==> src/rtl/song_recorder_pkg.sv <==
// Shared note-store geometry and recorder types; the song player imports the same widths.
package song_recorder_pkg;
    localparam int KEY_W         = 4;
    localparam int DUR_W         = 8;
    localparam int CNT_W         = 5;
    localparam int MAX_NOTES_DEF = 24;

    typedef enum logic [1:0] {S_IDLE, S_ARMED, S_NOTE, S_DONE} rec_state_e;

    typedef struct packed {
        logic [KEY_W-1:0] key;
        logic [DUR_W-1:0] dur;
    } note_t;

    function automatic logic [DUR_W-1:0] sat_inc(input logic [DUR_W-1:0] v);
        return (&v) ? v : v + DUR_W'(1);
    endfunction
endpackage

==> src/rtl/song_recorder_tick_prescaler.sv <==
// Free-running clk divider producing a one-cycle tick every TICK_DIV cycles.
module tick_prescaler #(
    parameter int TICK_DIV = 12500000
) (
    input  logic clk,
    input  logic rst,
    input  logic clear,
    output logic tick
);
    localparam int CW = (TICK_DIV > 1) ? $clog2(TICK_DIV) : 1;

    logic [CW-1:0] cnt_q, cnt_d;

    assign tick = (cnt_q == CW'(TICK_DIV - 1));

    always_comb begin
        cnt_d = cnt_q + CW'(1);
        if (clear || tick) cnt_d = '0;
    end

    always_ff @(posedge clk or negedge rst) begin
        if (!rst) cnt_q <= '0;
        else      cnt_q <= cnt_d;
    end
endmodule

==> src/rtl/song_recorder.sv <==
// Records key presses and their durations (in prescaled ticks) into a small note store.
module song_recorder
    import song_recorder_pkg::*;
#(
    parameter int TICK_DIV  = 12500000,
    parameter int MAX_NOTES = MAX_NOTES_DEF
) (
    input  logic             clk,
    input  logic             rst,
    input  logic             rec_en,
    input  logic             key_on,
    input  logic [KEY_W-1:0] key,
    input  logic [CNT_W-1:0] rd_idx,
    output logic [KEY_W-1:0] rd_key,
    output logic [DUR_W-1:0] rd_dur,
    output logic [CNT_W-1:0] note_count,
    output logic             full,
    output logic             recording,
    output logic             done
);
    rec_state_e       state_q, state_d;
    logic [CNT_W-1:0] nc_q, nc_d;
    logic             full_q, full_d;
    logic             done_q, done_d;
    logic [KEY_W-1:0] cur_key_q, cur_key_d;
    logic [DUR_W-1:0] ticks_q, ticks_d;
    logic             key_on_q;
    logic [KEY_W-1:0] key_q;

    logic             tick, clr, onset, wr_en, last;
    logic [DUR_W-1:0] ticks_inc;
    note_t            wr_note;
    note_t            store_q [MAX_NOTES];

    tick_prescaler #(.TICK_DIV(TICK_DIV)) u_presc (
        .clk   (clk),
        .rst   (rst),
        .clear (clr),
        .tick  (tick)
    );

    assign onset = key_on && (!key_on_q || key != key_q);
    assign last  = (nc_q == CNT_W'(MAX_NOTES - 1));

    // The tick landing on the closing edge still belongs to the note being closed.
    assign ticks_inc = tick ? sat_inc(ticks_q) : ticks_q;

    always_comb begin
        wr_note.key = cur_key_q;
        wr_note.dur = (ticks_inc == '0) ? DUR_W'(1) : ticks_inc;
    end

    always_comb begin
        state_d   = state_q;
        nc_d      = nc_q;
        full_d    = full_q;
        done_d    = 1'b0;
        cur_key_d = cur_key_q;
        ticks_d   = ticks_q;
        wr_en     = 1'b0;
        clr       = (state_q != S_NOTE);
        case (state_q)
            S_IDLE: begin
                if (rec_en) begin
                    state_d = S_ARMED;
                    nc_d    = '0;
                    full_d  = 1'b0;
                end
            end
            S_ARMED: begin
                if (!rec_en) begin
                    state_d = S_IDLE;
                end else if (onset) begin
                    state_d   = S_NOTE;
                    cur_key_d = key;
                    ticks_d   = '0;
                end
            end
            S_NOTE: begin
                ticks_d = ticks_inc;
                if (!rec_en || onset) begin
                    wr_en = 1'b1;
                    nc_d  = nc_q + CNT_W'(1);
                    // Stop on rec_en fall (wins over a same-cycle onset) or when the store fills.
                    if (!rec_en || last) begin
                        state_d = S_DONE;
                        done_d  = 1'b1;
                        full_d  = last;
                    end else begin
                        cur_key_d = key;
                        ticks_d   = '0;
                        clr       = 1'b1;
                    end
                end
            end
            S_DONE: begin
                if (!rec_en) state_d = S_IDLE;
            end
            default: state_d = S_IDLE;
        endcase
    end

    always_ff @(posedge clk or negedge rst) begin
        if (!rst) begin
            state_q   <= S_IDLE;
            nc_q      <= '0;
            full_q    <= 1'b0;
            done_q    <= 1'b0;
            cur_key_q <= '0;
            ticks_q   <= '0;
            key_on_q  <= 1'b0;
            key_q     <= '0;
        end else begin
            state_q   <= state_d;
            nc_q      <= nc_d;
            full_q    <= full_d;
            done_q    <= done_d;
            cur_key_q <= cur_key_d;
            ticks_q   <= ticks_d;
            key_on_q  <= key_on;
            key_q     <= key;
        end
    end

    always_ff @(posedge clk) begin
        if (wr_en) store_q[nc_q] <= wr_note;
    end

    always_comb begin
        rd_key = '0;
        rd_dur = '0;
        if (rd_idx < nc_q) {rd_key, rd_dur} = store_q[rd_idx];
    end

    assign note_count = nc_q;
    assign full       = full_q;
    assign done       = done_q;
    assign recording  = (state_q == S_ARMED) || (state_q == S_NOTE);
endmodule
==> config.mk <==
export PLATFORM = sky130hd
export DESIGN_NAME = song_recorder
export DESIGN_NICKNAME = d
export VERILOG_FILES = /design/src/rtl/song_recorder_pkg.sv /design/src/rtl/song_recorder_tick_prescaler.sv /design/src/rtl/song_recorder.sv
export SDC_FILE = /design/constraint.sdc
export NUM_CORES = 1
export LEC_CHECK = 0
export BUFFER_PORTS_ARGS = -buffer_cell sky130_fd_sc_hd__buf_2
export CAP_MARGIN = 10
export CORE_MARGIN = 8
export CORE_UTILIZATION = 50
export CTS_BUF_LIST = sky130_fd_sc_hd__clkbuf_8 sky130_fd_sc_hd__clkbuf_16
export DETAILED_ROUTE_END_ITERATION = 16
export PLACE_DENSITY = 0.66
export SLEW_MARGIN = 5
export SYNTH_ARGS = -nofsm -noshare
export SYNTH_HDL_FRONTEND = slang
export SYNTH_HIERARCHICAL = 1
export SYNTH_SLANG_ARGS = --single-unit
==> constraint.sdc <==
create_clock -name clk -period 6.42 [get_ports clk]
set_input_delay 0.321 -clock clk [delete_from_list [all_inputs] [get_ports clk]]
set_output_delay 0.321 -clock clk [all_outputs]
set_load 0.02 [all_outputs]
* Word-level counts from Yosys, hierarchy flattened
Memory sizes are Yosys's and may differ from the RTL's.
Index checks and enable logic that the tools add are counted.
** Cells by class
- Reduce and logical (&&, ||, !) cells :: 18
- $add $sub $neg :: 3
- $lt $le $gt $ge :: 1
- Multiplexer cells :: 40
- Equality and inequality tests :: 15
** Operators with widths (number)
- $mux 8 :: 8
- $add 24x1->24 const B :: 1
- $eq 24x24->1 const B :: 1
- $mux 24 :: 1
- $mux 4 :: 5
- $ne 2x2->1 const B :: 8
- $pmux 8 s2 :: 1
- $mux 1 :: 13
- $mux 2 :: 6
- $mux 5 :: 2
- $pmux 5 s2 :: 1
- $reduce_and 5->1 :: 2
- $add 8x1->8 const B :: 1
- $logic_not 8->1 :: 1
- $pmux 2 s4 :: 1
- $pmux 4 s2 :: 1
- $reduce_and 8->1 :: 1
- $reduce_and 3->1 :: 2
- $add 5x1->5 const B :: 1
- $eq 5x5->1 const B :: 1
- $logic_or 1x1->1 :: 5
- $lt 5x5->1 :: 1
- $eq 2x2->1 const B :: 2
- $ne 4x4->1 :: 1
- 8 further kinds :: 10
** Storage, ports and cells
- Memories kept :: 1
- Register bits :: 50
- Bits of input ports :: 13
- Output and inout bits :: 20
- RAM bits :: 288
** Memories
- store_q :: words 24, width 12, rd ports 1, clocked after Yosys merged registers in 0, write ports 1, RTL line song_recorder.sv:33 : note_t store_q [MAX_NOTES];

* Longest topological paths before layout
Gate-level depths: netlist of the first run.
- Depth in word-level cells :: 8
- Depth in mapped cells :: 9
- Mapped depth without buffers :: 8

* Cells and area by module
The synthesis of the first run kept the hierarchy.
** Modules (own cells, without submodules)
- song_recorder :: cells each 704, times used 1, sequential area each 9298.9 µm², area an instance 12998.7 µm²
- tick_prescaler :: cells each 137, times used 1, sequential area each 600.6 µm², area an instance 1308.8 µm²

* Worst setup path after synthesis of the first run
OpenSTA, ideal clock, no wires.
- Path kind :: flip-flop to flip-flop
- Start point :: register u_presc.cnt_q[14]
- End point :: memory store_q[0][0] (netlist name), data pin
- Arrival time :: 3300 ps
- Path slack :: 2777 ps
- Stages on the path, launching flop included :: 9
- Clock period less this slack :: 3643 ps
- Library setup time :: 343 ps
- Path buffers :: 0
- Cells stage by stage :: dfrtp_1 -> nor4b_1 -> nand3_1 -> nor4_1 -> nand4_1 -> nor4_1 -> a21oi_1 -> or4_1 -> a22oi_1
** RTL lines
- start: declaration :: RTL line song_recorder_tick_prescaler.sv:12 : logic [CW-1:0] cnt_q, cnt_d;
- start signal: assignment :: RTL line song_recorder_tick_prescaler.sv:23 : else cnt_q <= cnt_d;
- end: declaration :: RTL line song_recorder.sv:33

* Worst setup path after layout of the first run
- Start point :: register u_presc.cnt_q[14]
- End point :: register ticks_q[7]
** Between the ends
- Longest elaborated chain between the ends :: 5
** RTL lines
- $eq 24x24->1 * :: RTL line song_recorder_tick_prescaler.sv:14 : assign tick = (cnt_q == CW'(TICK_DIV - 1));
- via tick :: RTL line song_recorder.sv:30 : logic tick, clr, onset, wr_en, last;
- $mux 8 * :: RTL line song_recorder.sv:46 : assign ticks_inc = tick ? sat_inc(ticks_q) : ticks_q;
- $mux 8 :: RTL line song_recorder.sv:85 : if (!rec_en || last) begin
- $mux 8 * :: RTL line song_recorder.sv:81 : if (!rec_en || onset) begin
- $pmux 8 s2 * :: RTL line song_recorder.sv:62 : case (state_q)
- end signal: assignment :: RTL line song_recorder.sv:119 : ticks_q <= ticks_d;
- end: declaration :: RTL line song_recorder.sv:26 : logic [DUR_W-1:0] ticks_q, ticks_d;
Mark *: on every way through the listed nets, which the timed path passes. The rest lies on a longest branch.
A chain may end at the register's enable or synchronous reset.

==> flow_metrics.tcl, run 1 <==
set metrics [dict create \
    ys_seq_elements 338 \
    antenna_found_initial 0 \
    postSynthAreaPerCell_um2 17.0 \
    regToRegEndpoint "ticks_q[7]" \
    cts_root_buf "clkbuf_16" \
    hold_start "key_on" \
    drt-initial-drc-count 713 \
    rrSetupSlack_ps 2730 \
    antenna_left 0 \
    max_slew_margin_pct 27.4 \
    rsz0062_at_grt "false" \
    die_x_um 185 \
    outcome "complete, no violations" \
    p_int_w 0.00382 \
    cp.required_ps 6860 \
    clock_skew_ps 24.1 \
    cts.sinks 338 \
    initial_core_util_pct 50.3 \
    routed_wl_um 31300 \
    tightest_slew_ps 1090 \
    synth_most_common_cell "edfxtp_1" \
    wl_per_cell_um 24.2 \
    dieArea_um2 34300 \
    power.switching_w 0.00118 \
    synth_area_um2 14300 \
    p_sw_share_pct 23.7 \
    gr-total-overflow 0 \
    cp_max_fo 25 \
    synth_edf_count 288 \
    ios 33 \
    dp_hpwl_um 19000 \
    worst_slack_ps 2730 \
    postSynthCellCount 841 \
    syn-num-nets 868 \
    gp_congestion 0.818 \
    syn_to_final_growth_pct 12.0 \
    power_frac_seq_pct 52.4 \
    ys.flop_type "edfxtp_1" \
    n_antenna_cell 0 \
    period_minus_slack_ps 3690 \
    finalSetupTns_ps 0 \
    cts_max_path_buffers 3 \
    firstDrtPassIters 5 \
    fin_crit_sh_pct 57.5 \
    synthTopCellsByArea "edfxtp_1 (60%), mux4_2 (9.6%), dfrtp_1 (8.7%), mux2i_1 (3.6%), ha_1 (1.2%)" \
    end_kind "register" \
    place.port_buffers 32 \
    synthArstFlopShare_pct 14.8 \
    startpoint_type "register" \
    grt_pass1_vias 7965 \
    p_leak_nw 5.53 \
    drc 0 \
    timing.max_cap.violations 0 \
    ys_warn_count 6 \
    holdPathEnd "key_on_q" \
    synth_area_leader_cell "edfxtp_1" \
    clk_pin_slew_worst_paths_ps 60 \
    comb_power_share_pct 8.0 \
    viasPerCell 6.02 \
    num_vias 7794 \
    total_power_w 0.00501 \
    grt_max_degree 59 \
    powerDensity_nw_per_um2 312 \
    worstPathArrival_ps 4130 \
    global_route.usage.total_pct 18.6 \
    setup_viol 0 \
    core_area_um2 28500 \
    min_path_type "primary input to register" \
    hold_path_depth 1 \
    clock.fmax_ghz 0.271 \
    seq_area_frac_synth_pct 69.2 \
    fin_nets 912 \
    clockPowerShare_pct 39.6 \
    maxSlewViolCount 0 \
    post-place-ws_ps 2850 \
    synth_top_area_share_pct 60.4 \
    max-vdd-ir-drop_v 0.000213 \
    hold_viol 0 \
    cts_htree_levels 2 \
    r2r_start "u_presc/cnt_q[14]" \
    critical_path_class "register to register" \
    cts_buffers 36 \
    cts_tree "yes" \
    fill_cells 2195 \
    die_h_um 185 \
    ys_types 63 \
    clock_latency_ps 520 \
    rr_worst_depth 8 \
    synth_common_cells "edfxtp_1 (288), mux4_2 (61), mux2i_1 (52)" \
    drive_gt1_share_pct 20.2 \
    fp-row-count 62 \
    grt_pass1_wl_um 47800 \
]
layout make-up:
class	count	area, um^2	area share (%)
repair buffers	50	314	1.96
clock buffers	38	928	5.79
well taps	384	480	3.00
inverters	17	63.8	0.398
multi-input cells	442	4150	25.9
flip-flops and latches	338	9900	61.8
clock inverters	25	198	1.23
worst max-delay path by stage:
| stage | start | endpoint | slack, ps |
|---|---|---|---|
| 2_1_floorplan | u_presc/cnt_q[14] | store_q[0][0] | 2780 |
| 3_3_place_gp | u_presc/cnt_q[14] | store_q[2][0] | 2910 |
| 3_5_place_dp | u_presc/cnt_q[14] | store_q[6][0] | 2850 |
| 4_1_cts | u_presc/cnt_q[14] | ticks_q[7] | 2820 |
| 5_1_grt | u_presc/cnt_q[8] | ticks_q[7] | 2410 |
| 6_report | u_presc/cnt_q[14] | ticks_q[7] | 2730 |
power by group through the flow:
stage	Clock (W)	Sequential, W	Combinational (W)
after CTS	0.00201	0.00263	0.000403
after detailed placement	0	0.00268	0.000398
after floorplan	0	0.00262	0.000283
final	0.00198	0.00263	0.000399
after global routing	0.00209	0.00264	0.000438
after global placement	0	0.00267	0.000395
worst max-delay path, stage by stage, from the launching register on:
cell     delay (ps)
dfrtp_1         440
nor4b_1         330
nand3_1         150
nor4_1          690
nand4_1         490
nor2_1          300
nor2_1           80
a31oi_2         850
a22o_1          290
logic make-up (layout without fill, tap and decap cells):
logic type / after synthesis / after routing / share of synthesized area (%)
AND/OR/NAND/NOR: 188 / 188 / 7.17
adder cells (fa/ha/maj): 14 / 14 / 1.22
flip-flops: 338 / 338 / 69.2
AO/OA/AOI/OAI: 97 / 97 / 5.09
buffers and inverters: 61 / 130 / 2.04
XOR/XNOR: 18 / 18 / 1.10
multiplexers: 125 / 125 / 14.2
flip-flops by register name (all words and copies together), names as in the netlist, 4 cells and up, named ones only:
signal,count
u_presc/cnt_q,24
cur_key_q,4
ticks_q,8
note_count,5
store_q,288
key_q,4
layout by cell type, fill, tap and decap left out, types with 3 or more instances in the layout:
master and count:
nand4_1 14, nand2_1 24, buf_2 31, o311ai_0 3, edfxtp_1 288, mux2_2 12, o21ai_0 6, and2_1 3
ha_1 14, clkinv_1 7, mux4_2 61, or2_2 4, clkinv_2 6, and4_1 3, nand2b_1 5, a22o_1 18
xnor2_1 13, nand3_1 20, buf_4 13, xor2_1 5, dfrtp_1 50, nor4b_1 3, a211oi_1 13, o31ai_1 6
nor4_1 6, clkbuf_16 36, inv_1 24, bufinv_16 3, o211ai_1 3, nor2_1 35, a21oi_1 16, nor3_1 23
dlygate4sd3_1 5, or4_1 7, or3_1 3, mux2i_1 51, o221ai_1 7, o21ai_1 3, nor2b_1 5, and3_1 24
metrics by stage:
stage | hold WS [ps] | cells | area [um^2] | utilization [%]
CTS | 20.8 | 1293 | 16000 | 56.2
detailed placement | 472 | 1225 | 14800 | 52.1
finish | 33.1 | 1294 | 16000 | 56.3
global placement | 472 | 1225 | 14800 | 52.1
floorplan | 25.4 | 841 | 14300 | -
global route | 25.8 | 1294 | 16000 | 56.3
layer usage:
layer | GRT usage [%] | share of wire (%)
met3 | 3.32 | 6.4
met1 | 25.2 | 43
met2 | 30.2 | 48
met5 | 0 | 0
met4 | 6.15 | 2.8
timing repair:
action / in CTS / in global routing
buffers inserted: 0 / 0
endpoints found under the setup margin: 0 / 0
gates resized for setup: 0 / 0
hold buffers: 5 / 0
endpoints found under the hold margin: 54 / 0
No activity file was read; power rests on OpenSTA's default activity.
==> run 2, diff against run 1 <==
PLACE_DENSITY = 0.69   (was 0.66)
clock period = 3 ns   (was 6.42 ns; I/O delays follow)
==> run 2 against run 1 <==
  * Clock skew rose by 2.4 ps
  * Worst setup slack got worse by 2700 ps
  * Via count rose by 3.2%
  * Critical path type unchanged
  * Critical endpoint is now store_q[20][0]
  * Sequential share of layout area down 1.7 points
==> flow_metrics.tcl, run 2 (synthesis results as in run 1) <==
set metrics [dict create \
    outcome "complete, no violations" \
    drt-initial-drc-count 631 \
    max-vdd-ir-drop_v 0.000384 \
    place.port_buffers 32 \
    p_int_w 0.00807 \
    power.switching_w 0.00253 \
    cts_htree_levels 2 \
    cp_max_fo 12 \
    gr-usage-met3_pct 2.77 \
    grtUsageMet1_pct 24.7 \
    grt_max_degree 38 \
    p_leak_nw 5.83 \
    hold_path_depth 3 \
    whs_ps 48.1 \
    fill_cells 2171 \
    clock_skew_ps 26.5 \
    grt_busiest_layer "met2" \
    grt_pass1_wl_um 47800 \
    cts_tree "yes" \
    n_antenna_cell 0 \
    tightest_slew_ps 983 \
    period_minus_slack_ps 2980 \
    post-place-ws_ps 130 \
    gr-total-overflow 0 \
    cts.sinks 338 \
    rr_worst_depth 11 \
    initial_core_util_pct 50.3 \
    clock.fmax_ghz 0.336 \
    core_area_um2 28500 \
    startpoint_type "register" \
    drive_gt1_share_pct 24.9 \
    antenna_found_initial 0 \
    cts_max_path_buffers 3 \
    drc 0 \
    reg_top3 "store_q: 288 flops, u_presc/cnt_q: 24 flops, ticks_q: 8 flops" \
    maxSlewViolCount 0 \
    ios 33 \
    cts_root_buf "clkbuf_16" \
    num_vias 8046 \
    wl_per_cell_um 23.6 \
    dp_cells 1266 \
    comb_power_share_pct 8.5 \
    fp-row-count 62 \
    instances_no_fill 1346 \
    power_frac_seq_pct 53.0 \
    fin_nets 962 \
    seq_area_um2 9900 \
    hold_viol 0 \
    routed_wl_um 31800 \
    layout_commonest_cell "edfxtp_1" \
    die_h_um 185 \
    final_cell_mix "edfxtp_1 (288), mux4_2 (61), buf_4 (57), mux2i_1 (51), dfrtp_1 (47)" \
    viasPerCell 5.98 \
    grt_pass1_vias 7991 \
    fin_crit_sh_pct 99.2 \
    timing.max_cap.violations 0 \
    p_sw_share_pct 23.9 \
    cp.required_ps 3380 \
    die_x_um 185 \
    gp_congestion 0.862 \
    placed_area_um2 15200 \
    cts_buffers 36 \
    dieArea_um2 34300 \
    end_kind "register" \
    min_path_type "primary input to register" \
    global_route.usage.total_pct 18.6 \
    antenna_left 0 \
    dp_hpwl_um 19700 \
    setup_viol 0 \
    clk_pin_slew_worst_paths_ps 50 \
    clockPowerShare_pct 38.5 \
    gr-usage-met2_pct 32.1 \
    critical_path_class "register to register" \
    syn_to_final_growth_pct 15.3 \
    worstPathArrival_ps 3360 \
    firstDrtPassIters 5 \
    max_slew_margin_pct 34.4 \
    powerDensity_nw_per_um2 643 \
    worst_slack_ps 24.8 \
    largest_reg_flops 288 \
    clock_latency_ps 520 \
    finalInstanceArea_um2 16500 \
    regMostFlops "store_q" \
    multi_input_area_um2 4200 \
]
==> run 2: changes by cell type in the layout (fill, tap and decap cells not counted), sizes merged <==
cell         delta
bufinv          -1
clkinv          +1
clkbuf          -1
inv             +4
dlygate4sd3     +1
buf            +48
==> run 2: worst paths after layout <==
kind / from / endpoint / slack [ps]
min in group asynchronous: rst / u_presc/cnt_q[11] / 290
max reg2reg: u_presc/cnt_q[9] / store_q[20][0] / 20
min: rec_en / state_q[0] / 50
max: u_presc/cnt_q[9] / store_q[20][0] / 20
min reg2reg: u_presc/cnt_q[0] / u_presc/cnt_q[0] / 560
max in group asynchronous: rst / key_q[3] / 1970
==> run 2: what timing repair did <==
| action | 4_1_cts | 5_1_grt |
|---|---|---|
| hold buffers | 6 | 0 |
| gates resized for setup | 0 | 12 |
| setup endpoints to repair | 0 | 50 |
| buffers inserted | 0 | 8 |
| hold endpoints to repair | 45 | 0 |
==> run 2: critical path, stage by stage, from the launching register on <==
cell and delay (ps):
dfrtp_2 450, nor4b_2 270, nand3_1 190, nor4_4 390, nand4_1 200, buf_4 190
mux2i_1 160, a21oi_1 110, o41a_1 380, a22oi_2 200, buf_6 150, clkbuf_16 150
==> run 2: power groups by stage <==
| stage | clock, W | sequential, W | combinational, W |
|---|---|---|---|
| after detailed placement | 0 | 0.00572 | 0.000907 |
| after CTS | 0.00415 | 0.00562 | 0.000917 |
| after global routing | 0.00432 | 0.00565 | 0.000986 |
| after floorplan | 0 | 0.00560 | 0.000606 |
| final | 0.00408 | 0.00562 | 0.000905 |
| after global placement | 0 | 0.00570 | 0.000893 |
==> run 2: layout make-up <==
cell class              instances  area share [%]
flip-flops and latches        338            60.0
repair buffers                100            4.60
clock buffers                  36            5.46
multi-input cells             442            25.4
clock inverters                29            1.15
inverters                      17           0.387
well taps                     384            2.91
==> run 2: stage by stage <==
stage	setup TNS (ps)	total power [W]	utilization, %
finish	0	0.0106	57.9
CTS	0	0.0107	57.5
global placement	0	0.00660	53.4
detailed placement	0	0.00662	53.4
global route	-1570	0.0109	57.9
floorplan	0	0.00621	-
==> run 2: metal layers <==
layer,part of all wire [%],vias up
li1,-,3580
met3,6.2,57
met5,0,-
met4,2.2,0
met1,42,4146
met2,50,263
==> run 3, diff against run 2 <==
SYNTH_HIERARCHICAL = unset   (was 1)
==> run 3 against run 2 <==
  * Non-clock buffer count down 12
  * Clock-buffer cell count up 2
  * Clock skew down 12 ps
  * Routed wire length down 5.7%
  * Critical path depth down 4
  * Synthesized area down 0.27%
  * Clock power down 1%
  * Core utilization down 0.75 points
==> flow_metrics.tcl, run 3 <==
set metrics [dict create \
    cp_cell_sequence "inv_1 > ha_1 > a21o_1 > a21o_1 > a21o_1 > a211oi_1 > buf_2" \
    viasPerCell 5.82 \
    cts.sinks 338 \
    seq_area_frac_synth_pct 69.4 \
    cts_htree_levels 2 \
    antenna_found_initial 0 \
    startpoint_type "register" \
    clock_latency_ps 510 \
    worst_path_most_repeated_cell "a21o_1" \
    multi_input_area_um2 4090 \
    rsz0062_at_grt "false" \
    postSynthCellCount 803 \
    syn_to_final_growth_pct 13.8 \
    outcome "complete, no violations" \
    routed_wl_um 30000 \
    regMostFlops "store_q" \
    critPathMaxStageDelay_ps 430 \
    global_route.usage.total_pct 17.9 \
    die_x_um 185 \
    ys_types 58 \
    syn-num-nets 830 \
    grt_max_degree 38 \
    die_h_um 185 \
    powerDensity_nw_per_um2 645 \
    min_path_type "primary input to register" \
    placed_area_um2 15100 \
    ys.flop_type "edfxtp_1" \
    critical_path_class "register to output pin" \
    n_antenna_cell 0 \
    fill_cells 2191 \
    num_vias 7542 \
    ys_warn_count 0 \
    ys_seq_elements 338 \
    hold_start "rec_en" \
    finalInstanceArea_um2 16200 \
    finalSetupTns_ps 0 \
    clock_skew_ps 14.8 \
    total_power_w 0.0105 \
    p_leak_nw 5.59 \
    synth_common_cells "edfxtp_1 (288), mux4_2 (73), nor2_1 (59)" \
    synth_top_area_share_pct 60.6 \
    setup_viol 0 \
    synth_edf_count 288 \
    dieArea_um2 34200 \
    drc 0 \
    layout_commonest_cell "edfxtp_1" \
    synth_area_leader_cell "edfxtp_1" \
    drive_gt1_share_pct 23.9 \
    maxSlewViolCount 0 \
    cts_buffers 36 \
    gr-total-overflow 0 \
    initial_core_util_pct 50.3 \
    cts_tree "yes" \
    timing.max_cap.violations 0 \
    antenna_left 0 \
    synthArstFlopShare_pct 14.8 \
    seq_area_um2 9900 \
    fin_crit_sh_pct 89.0 \
    cp_max_fo 12 \
    hold_viol 0 \
    synth_most_common_cell "edfxtp_1" \
    drt-initial-drc-count 612 \
    firstDrtPassIters 5 \
    max_slew_margin_pct 16.5 \
    critPathLaunch "note_count[1]" \
    place.port_buffers 32 \
    fp-row-count 62 \
    fin_nets 916 \
    worstPathArrival_ps 2520 \
    reg_top3 "store_q: 288 flops, u_presc.cnt_q: 24 flops, ticks_q: 8 flops" \
    period_minus_slack_ps 2670 \
    largest_reg_flops 288 \
    synth_area_um2 14300 \
    max-vdd-ir-drop_v 0.000405 \
    final_cell_mix "edfxtp_1 (288), mux4_2 (73), nor2_1 (59), dfrtp_1 (50), buf_4 (49)" \
    postSynthAreaPerCell_um2 17.8 \
    cts_max_path_buffers 3 \
    wl_per_cell_um 23.2 \
    clock.fmax_ghz 0.375 \
    ios 33 \
    grt_pass1_wl_um 45900 \
    slowest_stage "dfrtp_1" \
    tightest_slew_ps 1250 \
    synthTopCellsByArea "edfxtp_1 (61%), mux4_2 (12%), dfrtp_1 (8.8%), mux4_1 (2.0%), nor2_1 (1.6%)" \
    gp_congestion 0.854 \
    end_kind "output pin" \
    cp.required_ps 2850 \
    r2r_start "u_presc.cnt_q[6]" \
    grt_pass1_vias 7634 \
    cts_root_buf "clkbuf_16" \
    dp_hpwl_um 18400 \
    fin_util_pct 57.2 \
    core_area_um2 28400 \
    clk_pin_slew_worst_paths_ps 60 \
]
run 3: cell types whose count changed after synthesis, moves of 7 or more:
cell,change
a21oi_1,-10
and3_1,-16
mux2i_1,-36
nor2_1,+23
a22o_1,-15
o21ai_1,+12
mux4_2,+12
nor3_1,-20
o221ai_1,-7
mux4_1,+11
nand2_1,+12
run 3: cells by family after synthesis:
kind of cell	synth area share, %
and+or+nand+nor	6.13
DFF	69.4
AOI/OAI and AO/OA	4.03
xor gates and xnor gates	1.72
buffers and inverters	2.14
adders and majority gates	1.23
muxes	15.4
run 3: area by class of cell:
class / count / share of cell area (%)
clock buffers: 38 / 5.79
clock inverters: 22 / 0.809
inverters: 17 / 0.393
multi-input cells: 408 / 25.2
flip-flops and latches: 338 / 61.0
well taps: 384 / 2.96
repair buffers: 88 / 3.93
run 3: timing repair:
item,CTS,global route
hold buffers,6,0
gates resized for setup,0,0
buffers inserted,0,0
hold endpoints to repair,43,0
run 3: stage by stage:
stage               setup WS, ps  std cells  hold slack [ps]
floorplan                    170        803             -146
global placement             327       1229              272
detailed placement           315       1229              278
CTS                          303       1295             6.05
global route                 115       1295             48.3
finish                       331       1295             31.2
run 3: report_power, final:
part	leakage, nW	total [W]	switching, W	internal, W
clock	0.557	0.00402	0.00169	0.00233
combinational	1.72	0.000830	0.000482	0.000348
sequential	3.31	0.00563	0.000264	0.00536
run 3: critical path: cells and delay by family, from the launching register on:
| family | cells | cell delay, ps |
|---|---|---|
| buffers and inverters | 2 | 320 |
| DFF | 1 | 430 |
| adders and majority gates | 1 | 280 |
| AOI/OAI and AO/OA | 4 | 980 |
run 3: path summary, 6_finish.rpt:
| path | end | slack [ps] | depth (start not counted) |
|---|---|---|---|
| max | rd_key[1] | 330 | 7 |
| min in group asynchronous | u_presc.cnt_q[14] | 260 | 2 |
| min | register | 30 | 3 |
| min reg2reg | u_presc.cnt_q[0] | 480 | 1 |
| max reg2reg | store_q[13][2] | 340 | 5 |
| max in group asynchronous | ticks_q[6] | 2010 | 3 |
run 3: layer usage:
| metal | GRT usage [%] | vias to the layer above | wire length, um |
|---|---|---|---|
| li1 | - | 3387 | - |
| met2 | 29.0 | 240 | 14500 |
| met3 | 3.59 | 56 | 1970 |
| met4 | 5.89 | 0 | 927 |
| met5 | 0 | - | 0 |
| met1 | 24.2 | 3859 | 12600 |
